===== src/rtl/instruction_sequencer.sv =====
// Multi-cycle instruction sequencer: walks FETCH/DECODE/EXECUTE/MEM/WB per opcode
// and decodes the datapath strobes from the current state.
module instruction_sequencer (
    input  logic       clk,
    input  logic       rst,
    input  logic [6:0] opcode,
    input  logic       branch_taken,
    input  logic       mem_ready,
    output logic       pc_write_en,
    output logic [1:0] pc_src,
    output logic       ir_write_en,
    output logic       mem_read,
    output logic       mem_write,
    output logic       mem_addr_sel,
    output logic       reg_write_en,
    output logic [1:0] wb_sel,
    output logic [2:0] state,
    output logic       illegal
);

    localparam logic [6:0] OPC_LOAD   = 7'b0000011;
    localparam logic [6:0] OPC_STORE  = 7'b0100011;
    localparam logic [6:0] OPC_OP     = 7'b0110011;
    localparam logic [6:0] OPC_OPIMM  = 7'b0010011;
    localparam logic [6:0] OPC_LUI    = 7'b0110111;
    localparam logic [6:0] OPC_AUIPC  = 7'b0010111;
    localparam logic [6:0] OPC_JAL    = 7'b1101111;
    localparam logic [6:0] OPC_JALR   = 7'b1100111;
    localparam logic [6:0] OPC_BRANCH = 7'b1100011;

    localparam logic [1:0] PC_PLUS4 = 2'b00;
    localparam logic [1:0] PC_IMM   = 2'b01;
    localparam logic [1:0] PC_ALU   = 2'b10;

    localparam logic [1:0] WB_ALU = 2'b00;
    localparam logic [1:0] WB_MEM = 2'b01;
    localparam logic [1:0] WB_PC4 = 2'b10;

    typedef enum logic [2:0] {
        S_FETCH   = 3'd0,
        S_DECODE  = 3'd1,
        S_EXECUTE = 3'd2,
        S_MEM_RD  = 3'd3,
        S_MEM_WR  = 3'd4,
        S_WB      = 3'd5,
        S_HALT    = 3'd7
    } state_t;

    state_t r_state;
    state_t w_next;
    logic   r_illegal;
    logic   w_legal;

    always_comb begin
        case (opcode)
            OPC_LOAD, OPC_STORE, OPC_OP, OPC_OPIMM, OPC_LUI,
            OPC_AUIPC, OPC_JAL, OPC_JALR, OPC_BRANCH: w_legal = 1'b1;
            default:                                  w_legal = 1'b0;
        endcase
    end

    // State register; illegal stays set until reset since HALT only exits via rst.
    always_ff @(posedge clk) begin
        if (rst) begin
            r_state   <= S_FETCH;
            r_illegal <= 1'b0;
        end else begin
            r_state   <= w_next;
            r_illegal <= r_illegal | (w_next == S_HALT);
        end
    end

    // Next state and state-decoded strobes; everything held quiet during reset.
    always_comb begin
        w_next       = r_state;
        pc_write_en  = 1'b0;
        pc_src       = PC_PLUS4;
        ir_write_en  = 1'b0;
        mem_read     = 1'b0;
        mem_write    = 1'b0;
        mem_addr_sel = 1'b0;
        reg_write_en = 1'b0;
        wb_sel       = WB_ALU;
        if (!rst) begin
            case (r_state)
                S_FETCH: begin
                    mem_read = 1'b1;
                    if (mem_ready) begin
                        ir_write_en = 1'b1;
                        w_next      = S_DECODE;
                    end
                end
                S_DECODE: w_next = w_legal ? S_EXECUTE : S_HALT;
                S_EXECUTE: begin
                    case (opcode)
                        OPC_LOAD:  w_next = S_MEM_RD;
                        OPC_STORE: w_next = S_MEM_WR;
                        OPC_BRANCH: begin
                            w_next      = S_FETCH;
                            pc_write_en = 1'b1;
                            pc_src      = branch_taken ? PC_IMM : PC_PLUS4;
                        end
                        default:   w_next = S_WB;
                    endcase
                end
                S_MEM_RD: begin
                    mem_read     = 1'b1;
                    mem_addr_sel = 1'b1;
                    if (mem_ready) w_next = S_WB;
                end
                S_MEM_WR: begin
                    mem_write    = 1'b1;
                    mem_addr_sel = 1'b1;
                    if (mem_ready) begin
                        pc_write_en = 1'b1;
                        w_next      = S_FETCH;
                    end
                end
                S_WB: begin
                    reg_write_en = 1'b1;
                    pc_write_en  = 1'b1;
                    w_next       = S_FETCH;
                    case (opcode)
                        OPC_LOAD: wb_sel = WB_MEM;
                        OPC_JAL: begin
                            wb_sel = WB_PC4;
                            pc_src = PC_IMM;
                        end
                        OPC_JALR: begin
                            wb_sel = WB_PC4;
                            pc_src = PC_ALU;
                        end
                        default: wb_sel = WB_ALU;
                    endcase
                end
                S_HALT:  w_next = S_HALT;
                default: w_next = S_FETCH;
            endcase
        end
    end

    assign state   = rst ? 3'd0 : r_state;
    assign illegal = r_illegal & ~rst;

endmodule


===== config.mk =====
export PLATFORM = sky130hd
export DESIGN_NAME = instruction_sequencer
export DESIGN_NICKNAME = d
export VERILOG_FILES = /design/src/rtl/instruction_sequencer.sv
export SDC_FILE = /design/constraint.sdc
export NUM_CORES = 1
export LEC_CHECK = 0
export CAP_MARGIN = 20
export CORE_AREA = 5 5 42 44
export CTS_CLUSTER_SIZE = 8
export DETAILED_ROUTE_END_ITERATION = 12
export DIE_AREA = 0 0 47 49
export GPL_TIMING_DRIVEN = 0
export PLACE_DENSITY = 0.81
export SETUP_SLACK_MARGIN = 0.05
export SLEW_MARGIN = 20
export SYNTH_ARGS = -nofsm -noshare
export SYNTH_HDL_FRONTEND = slang
export SYNTH_SLANG_ARGS = --single-unit

===== constraint.sdc =====
create_clock -name clk -period 4.6 [get_ports clk]
set_clock_uncertainty 0.2 [all_clocks]
set_input_delay 0.92 -clock clk [delete_from_list [all_inputs] [get_ports clk]]
set_output_delay 0.92 -clock clk [all_outputs]
set_load 0.01 [all_outputs]

==> Word-level counts from Yosys, hierarchy flattened <==
Index checks and enable logic that the tools add are counted.
{ "word_totals": {"regBits": 4, "latch_bits": 0, "ram_bits": 0, "rom_bits": 0, "in_bits": 11, "word_cells": 57, "mem_count": 0} }
{ "op_classes": {"n_addsub": 0, "mul": 0, "n_div": 0, "magnitude_cmp": 0, "n_eq_ne": 16, "n_shift": 0, "mux": 31, "n_bitwise": 3, "n_reduce_logical": 5} }
{ "op_table": {"columns": ["op", "count"], "rows": [
  ["$eq A7 B6 Y1 const B", 3],
  ["$eq A7 B7 Y1 const B", 3],
  ["$mux W3", 6],
  ["$pmux W3 S6", 1],
  ["$mux W1", 16],
  ["$eq A7 B5 Y1 const B", 2],
  ["$eq A3 B3 Y1 const B", 4],
  ["$pmux W2 S2", 3],
  ["$pmux W3 S3", 1],
  ["$reduce_or A9 Y1", 1],
  ["$eq A7 B2 Y1 const B", 1],
  ["$eq A3 B2 Y1 const B", 2],
  ["$mux W2", 3],
  ["$reduce_or A2 Y1", 3],
  ["$eq A3 B1 Y1 const B", 1],
  ["$logic_not A3 Y1", 1],
  ["$pmux W1 S3", 1],
  ["$and A1 B1 Y1", 1],
  ["$not A1 Y1", 1],
  ["$or A1 B1 Y1", 1]
]} }

==> Logic depth before layout (Yosys ltp) <==
{ "depth": {"word_depth": 8, "mapped_depth": 5} }

==> Worst setup path before layout <==
No wires, ideal clock.
{ "synth_path": {"path_type": "input to output", "start": "in rst", "end": "out wb_sel[0]", "arrival_time_ps": 1832, "required_time_ps": 3480, "setup_slack_ps": 1648, "path_stages": 5, "cell_sequence": "clkbuf_1 nor2b_1 nand2_1 inv_1 and4_1"} }
{ "synth_via": {"elab_chain_cells": 1} }
{ "synth_lines": {"columns": ["item", "line", "text"], "rows": [
  ["from (decl)", "5", "input logic rst,"],
  ["$mux W2", "84", "if (!rst) begin"],
  ["to (decl)", "16", "output logic [1:0] wb_sel,"]
]} }
Every way passes these cells.

==> Final worst setup path <==
{ "layout_path": {"start": "in opcode[0]", "end": "out pc_src[0]"} }
{ "layout_via": {"elab_chain_cells": 4, "elab_cells_between_ends": 7, "cone_classes": "3 x eq/ne; 4 x mux"} }
{ "layout_lines": {"columns": ["item", "line", "text"], "rows": [
  ["from (decl)", "6", "input logic [6:0] opcode,"],
  ["$eq A7 B7 Y1, on equally long branches", "123, 95", null],
  ["$pmux W2 S2 / $mux W1 (equally long branches)", "123, 95", null],
  ["$pmux W2 S2 (*)", "85", "case (r_state)"],
  ["$mux W2 (*)", "84", null],
  ["to (decl)", "10", "output logic [1:0] pc_src,"]
]} }
Mark *: on every way between the ends. The rest lies on a longest branch, timed or not.

==> run summary <==
Synth warn: 0
Initial Util: 35.6%
Setup WS post-layout: 0.630 ns
DR WL/cell: 12.3 um
Number of I/O pins: 25
Sequential Area: 80.1 sq um
Max-Slew Margin vs Limit: 71.5%
First-pass GRT wire length: 2.21 mm
Die X: 47 um
Sequential-to-total area share from yosys stat: 16.0%
Synth Instances: 71
Required @ worst endpoint: 3.48 ns
RSZ-0062 raised after global routing: no
Crit Path Max Fanout: 7
CP max-delay cell: clkdlybuf4s50_1
Fin util: 55.1%
Total negative slack: 0 ns
Antenna Nets Post-Route: 0
Max_cap viols: 0
Die Ht: 49 um
WL final: 1.39 mm
CP Capture Type: primary output
Crit path depth: 7
Top cells by area, synth: dfxtp_1 16%, nor2_1 8.3%, a21oi_1 6.0%
H-tree Lvls: 1
Worst-margin pin slew: 0.428 ns
Post-route clock period utilization: 86.3%
Hold Vio Cnt, Final: 0
Crit-path max cell delay: 0.55 ns
Critical path's top delay family: buffers and inverters
Mean Syn Cell Area: 7.03 sq um
N_diodes: 0
Multi-input gate area: 375 sq um
Flop2flop setup slack: 3.05 ns
Cts hold-fix bufs: 0
Crit. Startpoint: opcode[0]
Row cnt: 14
DR iter-0 viols: 12
Vias: 611
GRT overflow: 0
Max Fclk: 252 MHz
Fin Hold WS: 0.446 ns
Synth top area share: 16.0%
Filler Cells Inserted: 136
Clock Path Buffers: 2
Die area: 0.00230 sq mm
CP Cell Sequence: clkdlybuf4s50_1 -> and3b_1 -> buf_2 -> nand4_1 -> o32a_1 -> a21oi_1 -> clkdlybuf4s50_1
FF-to-FF End: r_illegal
Post-CTS Setup Bufs: 0
Status: finished, final reports clean
Dpl ws: 0.606 ns
Commonest non-fill, non-tap cell in the layout: clkdlybuf4s50_1
IO buf count: 23
Total leakage power: 0.285 nW
Synth cell types: 36
Non-filler cells, final: 113
Placed cells: 110
TritonCTS clock tree: done
CTS Buf Count: 3
PD cells: 392 mW/mm^2
Hpwl dp: 1.13 mm
Count of pins over their slew limit: 0
Leading area contributor after synthesis: dfxtp_1
Syn-to-layout area delta: 54.6%
DRT Pass-1 Iters: 4
Period minus WS final: 3.97 ns
CP Buf/Inv Count: 3
Post-CTS Resized: 0
Most frequent CP cell: clkdlybuf4s50_1
Worst skew pair latency: 0.23 ns
Layout cells sized above 1: 11.3%
Syn_nets: 82
Core ar.: 0.00140 sq mm
Total clock sinks: 4
Startpoint types: input port
Vias per cell: 5.41
Initial antenna violation count: 0
Commonest non-fill, non-tap cells in the layout: 23 x clkdlybuf4s50_1, 11 x nor2_1, 6 x a21oi_1, 5 x nand3_1
Final Setup Violations: 0
Routability cong.: 0.832
R2R Path Start: r_state[0]
Worst-path clk slew: 0.04 ns
Crit path DAT: 2.85 ns
Clk Tree Root Cell: clkbuf_4
Hold Path Origin: r_illegal
Worst min path class: reg2reg
Nets: 110
FF+latch count, synth: 4
Worst setup path end: pc_src[0]
DRC Markers: 0
Vias in the first global route: 544
Pin count of the biggest net entering global routing: 11
Total GRT Usage: 12.5%
Setup Crit Path Kind: in2out
Reg2reg path depth: 5
Synth Cell Area: 499 sq um
VDD IR max: 0.185 mV
==> worst reg2reg max path, stage by stage (launching register included) <==
cell and delay (ns):
dfxtp_1 0.33, buf_6 0.15, or3b_1 0.38, a31oi_2 0.18, o22ai_1 0.11, a2bb2oi_2 0.15
==> layout make-up <==
class | count | share of cell area (%)
Buffer | 5 | 4.21
Clock buffer | 3 | 2.92
Inverter | 3 | 1.46
Multi-Input combinational cell | 59 | 48.6
Sequential cell | 4 | 10.4
Tap cell | 16 | 2.59
Timing Repair Buffer | 23 | 29.8
==> worst min path at each step <==
stage	end	slack [ns]	cells after the start
finish	r_illegal	0.45	2
global route	r_illegal	0.47	2
CTS	r_illegal	0.45	2
detailed placement	r_illegal	0.45	2
global placement	r_illegal	0.44	2
floorplan	r_state[1]	0.42	3
==> synth_stat cells <==
cell,instances
nand3b_1,1
inv_1,3
nor2b_1,4
or4b_1,1
a21o_1,1
dfxtp_1,4
o22ai_1,1
a21oi_1,6
or3b_1,1
and3b_1,1
o32a_1,1
and4_1,1
nand3_1,5
xor2_1,1
o21ai_0,1
nor3b_2,1
buf_6,1
a2bb2oi_2,1
nand4_1,2
xnor2_1,1
nor2_1,11
nand4b_1,1
and2_1,1
nor3b_1,1
clkbuf_1,1
o21a_1,1
o32ai_2,1
a311oi_1,1
nand2_1,4
or2_1,1
nor3_1,2
a31oi_1,1
a31oi_2,1
buf_4,1
nand2b_1,3
buf_2,2
==> flip-flops by register name, indices dropped and copies added, names as in the netlist <==
| signal | count |
|---|---|
| r_illegal | 1 |
| r_state | 3 |
==> metrics by stage <==
| stage | power, mW | cell area (sq um) |
|---|---|---|
| final | 0.303 | 772 |
| after global routing | 0.329 | 772 |
| after CTS | 0.304 | 772 |
| after detailed placement | 0.258 | 749 |
| after global placement | 0.254 | 749 |
| after floorplan | 0.191 | 499 |
==> per-layer routing <==
metal  vias up  GRT usage (%)  share of wire, %
li1        312              -                 -
met4         0           4.15                 0
met3         0           2.58               6.6
met5         -              0                 0
met2        22           21.5                53
met1       277           14.5                40
==> power breakdown <==
group	internal [mW]	switching [mW]
Clock	0.0292	0.0148
Sequential	0.0469	0.00952
Combinational	0.101	0.101
Total	0.177	0.126
==> cells by family after synthesis <==
kind of cell | share of synthesized area, %
buffers and inverters | 8.77
AOI/OAI and AO/OA | 25.1
DFF | 16.0
xor gates and xnor gates | 3.51
and+or+nand+nor | 46.6
Power figures use the tool's default switching activity.
